### src/rtl/spi_master_regif.sv
// SPI mode-0 master that runs one register read/write frame per request.
// Frame: {cmd byte, REG_W data bits}, MSB first. The first 8 bits returned
// by the slave are its status byte. The remaining bits are read data.
module spi_master_regif #(
    parameter int ADDR_W  = 3,
    parameter int REG_W   = 8,
    parameter int CLK_DIV = 4
) (
    input  logic              clk,
    input  logic              rst,
    input  logic              start,
    input  logic              rw,
    input  logic [ADDR_W-1:0] addr,
    input  logic [REG_W-1:0]  wdata,
    output logic              busy,
    output logic              done,
    output logic [REG_W-1:0]  rdata,
    output logic [7:0]        status,
    output logic              spi_cs_n,
    output logic              spi_clk,
    output logic              spi_mosi,
    input  logic              spi_miso
);

    localparam int N    = 8 + REG_W;
    localparam int CMAX = (CLK_DIV > N) ? CLK_DIV : N;
    localparam int CW   = $clog2(CMAX) + 1;

    typedef enum logic [2:0] {S_IDLE, S_SETUP, S_SHIFT, S_HOLD, S_GAP} state_t;

    state_t          state, state_nxt;
    logic [CW-1:0]   cnt;        // cycle within the current half-period / phase
    logic [CW-1:0]   bit_cnt;    // index of the bit currently on the wire
    logic [N-1:0]    tx_sr;
    logic [N-1:0]    rx_sr;
    logic [7:0]      cmd;
    logic [N-1:0]    frame;
    logic            rw_q;
    logic            phase_end;
    logic            last_bit;

    assign phase_end = (cnt == CW'(CLK_DIV - 1));
    assign last_bit  = (bit_cnt == CW'(N - 1));
    assign busy      = (state != S_IDLE);

    // Build the outgoing frame from the request inputs (used only on accept)
    always_comb begin
        cmd               = '0;
        cmd[ADDR_W-1:0]   = addr;
        cmd[7]            = rw;
        frame             = {cmd, (rw ? wdata : {REG_W{1'b0}})};
    end

    // Next-state logic: each phase lasts CLK_DIV cycles; SHIFT ends after the
    // low half of the last bit
    always_comb begin
        state_nxt = state;
        case (state)
            S_IDLE:  if (start) state_nxt = S_SETUP;
            S_SETUP: if (phase_end) state_nxt = S_SHIFT;
            S_SHIFT: if (phase_end && !spi_clk && last_bit) state_nxt = S_HOLD;
            S_HOLD:  if (phase_end) state_nxt = S_GAP;
            S_GAP:   if (phase_end) state_nxt = S_IDLE;
            default: state_nxt = S_IDLE;
        endcase
    end

    // State register, serial datapath and registered SPI pins
    always_ff @(posedge clk) begin
        if (rst) begin
            state    <= S_IDLE;
            cnt      <= '0;
            bit_cnt  <= '0;
            tx_sr    <= '0;
            rx_sr    <= '0;
            rw_q     <= 1'b0;
            spi_cs_n <= 1'b1;
            spi_clk  <= 1'b0;
            spi_mosi <= 1'b0;
            done     <= 1'b0;
            rdata    <= '0;
            status   <= '0;
        end else begin
            state <= state_nxt;
            done  <= 1'b0;
            cnt   <= (state == S_IDLE || phase_end) ? '0 : cnt + 1'b1;
            case (state)
                S_IDLE: begin
                    if (start) begin
                        rw_q     <= rw;
                        tx_sr    <= frame;
                        rx_sr    <= '0;
                        bit_cnt  <= '0;
                        spi_cs_n <= 1'b0;
                        spi_mosi <= frame[N-1];
                    end
                end
                S_SETUP: begin
                    if (phase_end) spi_clk <= 1'b1;
                end
                S_SHIFT: begin
                    if (phase_end) begin
                        if (spi_clk) begin
                            // Sample at the end of the high half. Move mosi as sclk falls.
                            rx_sr    <= {rx_sr[N-2:0], spi_miso};
                            spi_clk  <= 1'b0;
                            spi_mosi <= tx_sr[N-2];
                            tx_sr    <= {tx_sr[N-2:0], 1'b0};
                        end else if (!last_bit) begin
                            spi_clk <= 1'b1;
                            bit_cnt <= bit_cnt + 1'b1;
                        end
                    end
                end
                S_HOLD: begin
                    if (phase_end) spi_cs_n <= 1'b1;
                end
                S_GAP: begin
                    if (phase_end) begin
                        status <= rx_sr[N-1 -: 8];
                        if (!rw_q) rdata <= rx_sr[REG_W-1:0];
                        done   <= 1'b1;
                    end
                end
                default: ;
            endcase
        end
    end

endmodule

### config.mk
export PLATFORM = sky130hd
export DESIGN_NAME = spi_master_regif
export DESIGN_NICKNAME = d
export VERILOG_FILES = /design/src/rtl/spi_master_regif.sv
export SDC_FILE = /design/constraint.sdc
export NUM_CORES = 1
export LEC_CHECK = 0
export BUFFER_PORTS_ARGS = -buffer_cell sky130_fd_sc_hd__buf_2
export CAP_MARGIN = 20
export CORE_MARGIN = 2
export CORE_UTILIZATION = 51
export CTS_CLUSTER_DIAMETER = 60
export DETAILED_ROUTE_END_ITERATION = 10
export GPL_TIMING_DRIVEN = 1
export PLACE_DENSITY = 0.75
export SYNTH_ARGS = -nofsm -noshare
export SYNTH_HDL_FRONTEND = slang
export SYNTH_SLANG_ARGS = --single-unit
### constraint.sdc
create_clock -name clk -period 2.07 [get_ports clk]
set_input_delay 0.1035 -clock clk [delete_from_list [all_inputs] [get_ports clk]]
set_output_delay 0.1035 -clock clk [all_outputs]
set_load 0.05 [all_outputs]
==> flow_summary.toml <==
[global_route]
gr-total-overflow = 0
track_usage = 0.220
grt_start_max_net_pins = 42
grt_pass1_wl_um = 10500
antenna_found_initial = 0
grt_pass1_vias = 2177

[synth]
syn-num-nets = 301
synthFlopType = "dfxtp_1"
synth_area_leaders = "dfxtp_1 (48%), a22o_1 (6.5%), a211oi_1 (6.4%)"
synth_warnings = 0
syn_inst = 282
synth_top_family_by_area = "compound AO/OA/AOI/OAI gates"
netlist_area_um2 = 2700
synth_seq_area_share = 0.481
async_flop_share = 0
synthMuxAreaShare = 0.0148
synth.distinct_cells = 46
synth_top_area_frac = 0.481
synth_top_area_cell = "dfxtp_1"
synth_xor_area_frac = 0.00972
ys_seq_elements = 65
yosys-top-cells-count = "dfxtp_1 (65), a211oi_1 (23), a21oi_1 (22), a22o_1 (20), clkbuf_1 (15)"
synth_fa_ha_area_frac = 0.0139
synth_edf_count = 0
synth_compound_area_frac = 0.285
post-synth-top-count-cell = "dfxtp_1"
synthSimpleGateAreaFrac = 0.139
synth.avg_cell_area_um2 = 9.58

[die]
chipHeight_um = 76.8
die_area_um2 = 5900
core_um2 = 5110
row_count = 26
initial_core_util = 0.529
die_w_um = 76.8
ios = 37

[timing]
worst_pin_slew_ns = 0.618
timing.final.max_slew_violations = 0
maxSlewHeadroom = 0.587
final.setup_skew_ns = 0.0107
min_period_ns = 1.97
rsz0062_at_grt = "false"
clock.fmax_ghz = 0.508
finalHoldViolations = 0
period_share = 0.951
setup_violations = 0
finalSetupTns_ns = 0

[clock_tree]
cts_tree = "yes"
clkTransAtPathRegs_ns = 0.07
clock_path_buffers = 2
clock_latency_ns = 0.34
cts_sinks = 65
cts_max_level = 3
cts_setup_buffers = 0
cts_root_buf = "clkbuf_8"
numCtsBuffers = 9

[routing]
drt_first_pass_iters = 4
met1_length_um = 3090
dr_total_vias = 2334
wl_met2_um = 2720
antenna_left = 0
drc = 0
vias_per_cell = 5.97
route.top_layer_used = "met4"
wl_met3_um = 274
first_iter_violations = 172
wl_per_cell_um = 15.8
routed_wl_um = 6170

[pwr]
p_leak_uw = 0.00122
ir_drop_mv = 0.443
p_per_area_nw_per_um2 = 863
p_total_uw = 2810

[setup_path]
cp.required_ns = 2.33
crit_buf_inv = 0
cp_top_family = "simple AND/OR/NAND/NOR gates"
cpMaxStageDelayCell = "or4_1"
end_kind = "flop"
criticalPathCategory = "reg -> reg"
crit_chain = "ha_1 > and3_1 > ha_2 > or3b_1 > or4_1 > a31oi_1"
worst-path-max-fanout = 4
cp.arrival_ns = 2.23
cpPeakStageDelay_ns = 0.40
crit_path_start_kind = "flop"

[job]
drv_cap = 0

[placement]
dp_cells = 374
io_buffer_count = 36
place_hpwl_um = 4030
dpl-instance-area_um2 = 2990
finalWeightedCongestion = 0.802

[status]
status = "completed"

[finish]
final_nets = 335
syn_to_final_growth_pct = 20.6
stdcell_count = 391
drive_gt1_frac = 0.234
design_area_um2 = 3260
n_antenna_cell = 0
final_util = 0.638

[min_path]
min_path_type = "in -> reg"
[routing by layer]
layer  vias to the layer above  GRT usage
met5                         -          0
met4                         0     0.0873
met3                         8     0.0659
met2                        53      0.322
met1                      1115      0.304
li1                       1158          -
[worst min-delay path, stage by stage]
cell     delay [ns]
buf_2          0.11
mux2i_1        0.07
nor2_1         0.08
[sequential cells by signal (all words and copies together), names as in the netlist]
register and cells:
status 8, done 1, state 3, rx_sr 16
tx_sr 15, spi_mosi 1, bit_cnt 5, spi_clk 1
rw_q 1, cnt 5, spi_cs_n 1, rdata 8
[final timing paths]
| path | from | end | slack (ns) | cells after the start |
|---|---|---|---|---|
| worst min-delay path | rw | rw_q$_SDFFE_PP0P_ | 0.05 | 3 |
| worst max register to register | bit_cnt[0]$_SDFFE_PP0P_ | bit_cnt[4]$_SDFFE_PP0P_ | 0.10 | 6 |
| worst min register to register | cnt[0]$_SDFF_PP0_ | cnt[0]$_SDFF_PP0_ | 0.45 | 1 |
| worst max-delay path | bit_cnt[0]$_SDFFE_PP0P_ | bit_cnt[4]$_SDFFE_PP0P_ | 0.10 | 6 |
[per-stage QoR]
step | hold WS [ns] | worst slack (ns)
detailed placement | 0.319 | 0.0766
global placement | 0.325 | 0.0259
CTS | 0.0566 | 0.0637
floorplan | 0.229 | 0.144
finish | 0.0532 | 0.102
global route | 0.0536 | 0.00118
[cells by family (layout without fill, tap and decap cells)]
kind of cell / after synthesis / in the layout
AND/OR/NAND/NOR: 61 / 61
multiplexers: 4 / 4
AO/OA/AOI/OAI: 111 / 111
adder cells (fa/ha/maj): 3 / 3
buffers and inverters: 35 / 74
XOR/XNOR: 3 / 3
flip-flops: 65 / 65
[cells in the final DEF (no fill, tap or decap), drive strengths merged, types with 7 or more instances in the layout]
master / n
a211oi: 23
a21oi: 22
a22o: 20
a22oi: 7
a31oi: 7
buf: 51
clkbuf: 12
dfxtp: 65
nand3: 10
nand4: 12
nor2: 8
o21ai: 11
o31ai: 9
[power by group]
part / leakage, uW / switching (uW) / total (uW) / internal, uW
clock: 0.000127 / 492 / 1360 / 869
combinational: 0.000570 / 101 / 162 / 60.7
sequential: 0.000527 / 16.9 / 1290 / 1270
total: 0.00122 / 610 / 2810 / 2200
[layout make-up]
type | count | area [um2]
well taps | 70 | 87.6
clock buffers | 12 | 155
repair buffers | 52 | 323
flip-flops and latches | 65 | 1300
fillers | 439 | 1850
inverters | 6 | 22.5
multi-input cells | 182 | 1270
clock inverters | 4 | 98.8
[repair_timing]
action	in CTS	in global routing
hold buffers	1	0
gates resized for setup	0	2
setup endpoints to repair	0	5
endpoints found under the hold margin	1	0
Note: power is estimated with default switching activity, not from simulation.
